## src/rtl/eth_pkg.sv

```systemverilog
// ----------------------------------------------------------------------------
// eth_pkg
// Shared definitions for the receive-path header parsers:
//   - IPv4 constants (version, minimum IHL, default accepted protocol)
//   - byte offsets of the IPv4 header fields the parser looks at
//   - the IPv4 receive FSM state type
//   - the one's-complement carry fold used by the checksum accumulator
// ----------------------------------------------------------------------------
package eth_pkg;

    localparam logic [3:0] IP_VERSION    = 4'd4;
    localparam logic [3:0] IP_IHL_MIN    = 4'd5;
    localparam logic [7:0] PROTO_UDP_DEF = 8'd17;

    // Byte offsets from the first IPv4 header byte
    localparam logic [5:0] OFF_LEN   = 6'd2;
    localparam logic [5:0] OFF_FRAG  = 6'd6;
    localparam logic [5:0] OFF_PROTO = 6'd9;
    localparam logic [5:0] OFF_SRC   = 6'd12;
    localparam logic [5:0] OFF_DST   = 6'd16;

    typedef enum logic [1:0] {
        ST_WAIT   = 2'd0,
        ST_HEADER = 2'd1,
        ST_DONE   = 2'd2,
        ST_HOLD   = 2'd3
    } ip_rx_state_t;

    // Fold a 21-bit word sum to 16 bits with end-around carry, applied twice.
    // After the first fold the value is at most 0xFFFF + 0x1F, so the second
    // fold can never carry out again.
    function automatic logic [15:0] csum_fold(input logic [20:0] sum);
        logic [16:0] f1;
        f1 = {1'b0, sum[15:0]} + {12'd0, sum[20:16]};
        return f1[15:0] + {15'd0, f1[16]};
    endfunction

endpackage

```

## src/rtl/ip_csum_acc.sv

```systemverilog
// ----------------------------------------------------------------------------
// ip_csum_acc
// 16-bit one's-complement word accumulator. Words are summed into a 21-bit
// register, which holds up to 31 full-scale words (a 60-byte header is 30
// words). o_fold is the folded sum of the register plus the word currently
// on i_word, so the final word can be folded in without an extra cycle.
// Ports:
//   i_clk    clock
//   i_rst_n  synchronous active-low reset
//   i_clr    synchronous clear of the accumulator
//   i_add    add i_word into the accumulator this cycle
//   i_word   16-bit word (high byte = even byte index)
//   o_fold   fold(accumulator + i_word), 16 bits
// ----------------------------------------------------------------------------
module ip_csum_acc (
    input  logic        i_clk,
    input  logic        i_rst_n,
    input  logic        i_clr,
    input  logic        i_add,
    input  logic [15:0] i_word,
    output logic [15:0] o_fold
);
    import eth_pkg::*;

    logic [20:0] r_acc;
    logic [20:0] w_sum;

    assign w_sum  = r_acc + {5'd0, i_word};
    assign o_fold = csum_fold(w_sum);

    // Word accumulator: clear, add, or hold
    always_ff @(posedge i_clk) begin
        if (!i_rst_n || i_clr) begin
            r_acc <= 21'd0;
        end else if (i_add) begin
            r_acc <= w_sum;
        end else begin
            r_acc <= r_acc;
        end
    end

endmodule

```

## src/rtl/ip_header_rx.sv

```systemverilog
// ----------------------------------------------------------------------------
// ip_header_rx
// IPv4 header parser feeding the UDP header stage. Starts on the
// eth_header_done pulse (IP byte 0 on data_in), captures source IP and total
// length, checks version/IHL, fragmentation, protocol, destination IP and
// header checksum, and pulses ip_header_done on the first byte after the
// header together with the ip_header_valid verdict, which then holds until
// data_valid drops.
// Ports:
//   aclk             clock
//   aresetn          synchronous active-low reset
//   data_in          frame byte stream
//   data_valid       high for whole frame; low = synchronous abort / re-arm
//   eth_header_done  pulse coincident with IP header byte 0
//   ip_d             local IP address (destination must match)
//   ip_s             captured source IP (not reset)
//   ip_len           captured total length (not reset)
//   ip_header_done   pulse on first byte after the IP header
//   ip_header_valid  header verdict, qualified from the done cycle
// ----------------------------------------------------------------------------
module ip_header_rx #(
    parameter bit         CHECK_CSUM = 1'b1,
    parameter logic [7:0] PROTO_UDP  = eth_pkg::PROTO_UDP_DEF
) (
    input  logic        aclk,
    input  logic        aresetn,
    input  logic [7:0]  data_in,
    input  logic        data_valid,
    input  logic        eth_header_done,
    input  logic [31:0] ip_d,
    output logic [31:0] ip_s,
    output logic [15:0] ip_len,
    output logic        ip_header_done,
    output logic        ip_header_valid
);
    import eth_pkg::*;

    ip_rx_state_t r_state;
    logic [5:0]   r_cnt;      // index of the byte currently on data_in
    logic [3:0]   r_ihl;
    logic [7:0]   r_hi;       // pending high byte of the current word
    logic         r_ok;       // all field checks so far passed

    logic         w_run;
    logic [5:0]   w_last_idx;
    logic         w_is_last;
    logic         w_start_ok;
    logic         w_csum_add;
    logic         w_csum_clr;
    logic [15:0]  w_csum_fold;
    logic         w_csum_ok;
    logic         w_byte_ok;
    logic         w_verdict;

    // data_valid low behaves exactly like reset
    assign w_run      = aresetn & data_valid;
    assign w_last_idx = {r_ihl, 2'b00} - 6'd1;
    assign w_is_last  = (r_state == ST_HEADER) && (r_cnt == w_last_idx);
    assign w_start_ok = (data_in[7:4] == IP_VERSION) && (data_in[3:0] >= IP_IHL_MIN);

    // Odd byte index completes a word; the last word is folded in
    // combinationally via o_fold instead of being registered.
    assign w_csum_add = (r_state == ST_HEADER) && r_cnt[0] && !w_is_last;
    assign w_csum_clr = (r_state != ST_HEADER);
    assign w_csum_ok  = (w_csum_fold == 16'hFFFF);

    ip_csum_acc u_csum (
        .i_clk   (aclk),
        .i_rst_n (w_run),
        .i_clr   (w_csum_clr),
        .i_add   (w_csum_add),
        .i_word  ({r_hi, data_in}),
        .o_fold  (w_csum_fold)
    );

    // Per-byte field check for the byte currently on data_in
    always_comb begin
        w_byte_ok = 1'b1;
        if (r_state == ST_HEADER) begin
            case (r_cnt)
                OFF_FRAG:         w_byte_ok = !data_in[5] && (data_in[4:0] == 5'd0);
                OFF_FRAG + 6'd1:  w_byte_ok = (data_in == 8'd0);
                OFF_PROTO:        w_byte_ok = (data_in == PROTO_UDP);
                OFF_DST:          w_byte_ok = (data_in == ip_d[31:24]);
                OFF_DST + 6'd1:   w_byte_ok = (data_in == ip_d[23:16]);
                OFF_DST + 6'd2:   w_byte_ok = (data_in == ip_d[15:8]);
                OFF_DST + 6'd3:   w_byte_ok = (data_in == ip_d[7:0]);
                default:          w_byte_ok = 1'b1;
            endcase
        end else begin
            w_byte_ok = 1'b1;
        end
    end

    assign w_verdict = r_ok && w_byte_ok && (w_csum_ok || !CHECK_CSUM);

    // Header FSM with registered done/valid outputs
    always_ff @(posedge aclk) begin
        if (!w_run) begin
            r_state         <= ST_WAIT;
            r_cnt           <= 6'd0;
            r_ihl           <= 4'd0;
            r_hi            <= 8'd0;
            r_ok            <= 1'b0;
            ip_header_done  <= 1'b0;
            ip_header_valid <= 1'b0;
        end else begin
            case (r_state)
                ST_WAIT: begin
                    ip_header_done  <= 1'b0;
                    ip_header_valid <= 1'b0;
                    if (eth_header_done && w_start_ok) begin
                        r_state <= ST_HEADER;
                        r_cnt   <= 6'd1;
                        r_ihl   <= data_in[3:0];
                        r_hi    <= data_in;
                        r_ok    <= 1'b1;
                    end else begin
                        r_state <= ST_WAIT;
                    end
                end
                ST_HEADER: begin
                    if (w_is_last) begin
                        r_state         <= ST_DONE;
                        ip_header_done  <= 1'b1;
                        ip_header_valid <= w_verdict;
                    end else begin
                        r_cnt <= r_cnt + 6'd1;
                        r_ok  <= r_ok && w_byte_ok;
                        if (!r_cnt[0]) begin
                            r_hi <= data_in;
                        end else begin
                            r_hi <= r_hi;
                        end
                    end
                end
                ST_DONE: begin
                    ip_header_done <= 1'b0;
                    r_state        <= ST_HOLD;
                end
                ST_HOLD: begin
                    ip_header_done <= 1'b0;
                    r_state        <= ST_HOLD;
                end
                default: begin
                    r_state         <= ST_WAIT;
                    ip_header_done  <= 1'b0;
                    ip_header_valid <= 1'b0;
                end
            endcase
        end
    end

    // Field capture; deliberately not reset so the last frame's values persist
    always_ff @(posedge aclk) begin
        if (w_run && (r_state == ST_HEADER)) begin
            case (r_cnt)
                OFF_LEN:         ip_len[15:8] <= data_in;
                OFF_LEN + 6'd1:  ip_len[7:0]  <= data_in;
                OFF_SRC:         ip_s[31:24]  <= data_in;
                OFF_SRC + 6'd1:  ip_s[23:16]  <= data_in;
                OFF_SRC + 6'd2:  ip_s[15:8]   <= data_in;
                OFF_SRC + 6'd3:  ip_s[7:0]    <= data_in;
                default: begin
                    ip_s   <= ip_s;
                    ip_len <= ip_len;
                end
            endcase
        end else begin
            ip_s   <= ip_s;
            ip_len <= ip_len;
        end
    end

endmodule

```

## config.mk

```make
export PLATFORM = sky130hd
export DESIGN_NAME = ip_header_rx
export DESIGN_NICKNAME = d
export VERILOG_FILES = /design/src/rtl/eth_pkg.sv /design/src/rtl/ip_csum_acc.sv /design/src/rtl/ip_header_rx.sv
export SDC_FILE = /design/constraint.sdc
export NUM_CORES = 1
export LEC_CHECK = 0
export BUFFER_PORTS_ARGS = -buffer_cell sky130_fd_sc_hd__buf_2
export CELL_PAD_IN_SITES_DETAIL_PLACEMENT = 1
export CELL_PAD_IN_SITES_GLOBAL_PLACEMENT = 1
export CORE_MARGIN = 2
export CORE_UTILIZATION = 44
export DETAILED_ROUTE_END_ITERATION = 7
export PLACE_DENSITY_LB_ADDON = 0.1
export SYNTH_ARGS = -nofsm -noshare
export SYNTH_HDL_FRONTEND = slang
export SYNTH_HIERARCHICAL = 1
export SYNTH_SLANG_ARGS = --single-unit
```

## constraint.sdc

```tcl
create_clock -name aclk -period 8.35 [get_ports aclk]
set_input_delay 0.835 -clock aclk [delete_from_list [all_inputs] [get_ports aclk]]
set_output_delay 0.835 -clock aclk [all_outputs]
set_load 0.02 [all_outputs]
```

==> impl_results.md <==
- Status: finished, final reports clean
- Register Area: between 2000 and 2500 µm²
- Clk_lat worst skew: approximately 0.35 ns
- Setup TNS: 0 ns
- Worst Hold End: r_ihl[3]
- Compound-gate portion of the synthesized area: between 10% and 20%
- Synth unique cells: 77
- RePlAce Congestion: ~0.93
- Critical Path End Type: register
- Die H: approximately 120 µm
- DIE AREA: about 13000 µm²
- RSZ-0062 raised after global routing: false
- YS warnings: 6
- Final Skew: 0.0142 ns
- Crit Path Category: input pin to register
- Min-delay src: r_ihl[3]
- Worst endpoint required time: about 8.6 ns
- Simple-Gate Fraction of Synth Area: between 15 and 20%
- Hold path depth: 2
- Async SR Flop Fraction: 0%
- Final period util: about nine tenths
- Min Tclk post-route: between 7 and 8 ns
- Max_slew headroom: between 40 and 50%
- Tightest hold margin: 0.471 ns
- Clock root buffer: clkbuf_16
- Final #Nets: between 700 and 800
- Wire per inst: roughly 21 µm
- Share of cells above drive strength 1: between 20% and 30%
- CTS tree: built
- Total clock sinks: 92
- Count of pins over their slew limit: 0
- GRT Overall Usage: between 20% and 30%
- Slowest cell on crit path: or4_1
- Most frequent cells in the layout: 93 x buf_2, 62 x nor2_1, 48 x edfxtp_1, 44 x dfxtp_1, 35 x a21oi_1
- Post-Synth XOR/XNOR Area: around a tenth
- Starting Density: 45.5%
- Crit-path max FO: 6
- Arrival @ worst endpoint: about 7.9 ns
- Row count: 40
- R2R cell count: 35
- Gr ovfl total: 0
- Most common cell after layout, fill and taps aside: buf_2
- Fmax: roughly 130 MHz
- CTS clk-pin slew, worst paths: around 0.06 ns
- DRC: 0
- Syn Area/Cell: roughly 10 µm²
- Setup violators final: 0
- Hold Crit Class: register to register
- Max-cap violations: 0
- Num CTS Buffers: 9
- Crit path launch type: input pin
- RR Startpoint: u_csum/r_acc[0]
- Largest net degree at the start of global routing: 22
- Antenna Cells: 0
- Ys flop type: edfxtp_1
- Max incr delay on CP: 0.49 ns
- Vias per std cell: around 5.7
- Detail Placement HPWL: 13200 µm
- Main combinational cell family by area after synthesis: simple AND/OR/NAND/NOR gates
- Drt initial violations: roughly 200
- Mux cell area share after synthesis: roughly 4%
- Initial antenna violation count: 0
- Sequential fraction of the synthesis area: approximately two fifths
- Filler cells: ~1400
- Mapped cell area: around 5500 µm²
- Clock buffer depth: 2
- Multi-input gate area: a little over 3000 µm²
- Syn nets: 635
- Hold_buf cts: 0
- Port Buffers: 93
- I/O Pins: 94
- Vias in the first global route: between 4000 and 5000
- Chip width: approximately 120 µm
- DRT Pass-1 Iters: 4
- PwrDens: about 150 nW/µm²
- Core area: between 10000 and 15000 µm²
- R2R Path End: ip_header_valid
- Leak pwr: 2.47 nW
- Htree depth: 3
- DRT Wirelength: 16900 µm
- First-pass GRT wire length: 26100 µm
- Postcts setup bufs: 0
- Number of flops mapped to enable cells by yosys: 48
- Worst slew pin tran: ~0.9 ns
- Adder-Cell Fraction of Synth Area: just over 7%
- Antenna Violating Nets Remaining: 0
- Final hold violations: 0
- Area grow syn2layout: 17.7%
- Post-synthesis instance total: roughly 560
- Worst reg-to-reg setup slack: about 1.1 ns
- Synthesis-stage register bit count: between 90 and 100
- Total vias in the final route: approximately 4700
- Maximum VDD drop: 0.0000761 V
==> Yosys cell counts (8+ instances only) <==
master | instances | area share [%]
nor3_1 | 13 | 1.2
dfxtp_1 | 44 | 16
clkbuf_1 | 11 | 0.75
xnor2_1 | 32 | 5.1
a22oi_1 | 11 | 1.5
o21ai_0 | 9 | 0.81
mux2i_1 | 21 | 3.8
nor2_1 | 63 | 4.3
and2_1 | 8 | 0.90
edfxtp_1 | 48 | 26
xor2_1 | 22 | 3.5
buf_2 | 9 | 0.81
nand2_1 | 28 | 1.9
nand4_1 | 12 | 1.4
ha_1 | 28 | 6.3
inv_1 | 24 | 1.6
nand3_1 | 18 | 1.6
a21oi_1 | 36 | 3.3
==> where the power goes <==
part	internal, W	total, W	switching [W]
clock network	0.000253	0.000442	0.000189
registers	0.000475	0.000475	0.000000329
logic	0.0000217	0.0000584	0.0000367
==> critical path, delay by kind of cell <==
family          cells  cell delay (ns)
simple gates       13             2.63
compound gates     12             2.12
fa+ha+maj           5             1.41
xor+xnor            2             0.32
mux                 1             0.27
buf+inv             3             0.26
==> sequential cells by signal (all words and copies together), names as in the netlist <==
name,flops
ip_header_done,1
ip_header_valid,1
ip_len,16
ip_s,32
r_cnt,6
r_hi,8
r_ihl,4
r_ok,1
r_state,2
u_csum/r_acc,21
==> metrics by stage <==
stage	util, %	std cells	worst slack (ns)	power [W]	cell area [µm²]
after floorplan	-	561	1.19	0.000512	5540
after global placement	50.7	806	0.431	0.000541	6160
after detailed placement	50.7	806	0.139	0.000542	6160
after CTS	53.4	822	0.479	0.000979	6490
after global routing	53.6	822	0.00851	0.00100	6520
final	53.6	822	0.770	0.000975	6520
==> final cells by class <==
class	instances	share of cell area, %
clock buffers	12	4.44
flip-flops and latches	92	35.6
clock inverters	4	0.614
repair buffers	102	8.18
inverters	24	1.38
well taps	168	3.23
multi-input cells	420	46.5
==> cells by family after synthesis <==
| kind of cell | after synthesis |
|---|---|
| AND/OR/NAND/NOR | 187 |
| AO/OA/AOI/OAI | 124 |
| flip-flops | 92 |
| XOR/XNOR | 57 |
| buffers and inverters | 49 |
| adder cells (fa/ha/maj) | 30 |
| multiplexers | 22 |
==> timing repair <==
item | in CTS | in global routing
endpoints found under the hold margin | 0 | 0
resized for setup | 0 | 6
setup endpoints to repair | 0 | 1
==> layer usage <==
layer / GRT usage [%] / part of all wire [%]
met1: 31.6 / 43
met2: 45.2 / 49
met3: 4.67 / 6.4
met4: 8.65 / 2.0
met5: 0 / 0
==> how the worst max path moves through the flow <==
stage	slack (ns)	cells past startpoint	start	endpoint
global route	0.009	36	data_in[0]	ip_header_valid
floorplan	1.19	36	data_in[0]	ip_header_valid
CTS	0.48	36	data_in[0]	ip_header_valid
global placement	0.43	36	data_in[0]	ip_header_valid
detailed placement	0.14	36	data_in[0]	ip_header_valid
finish	0.77	36	data_in[0]	ip_header_valid
Power figures use the tool's default switching activity.
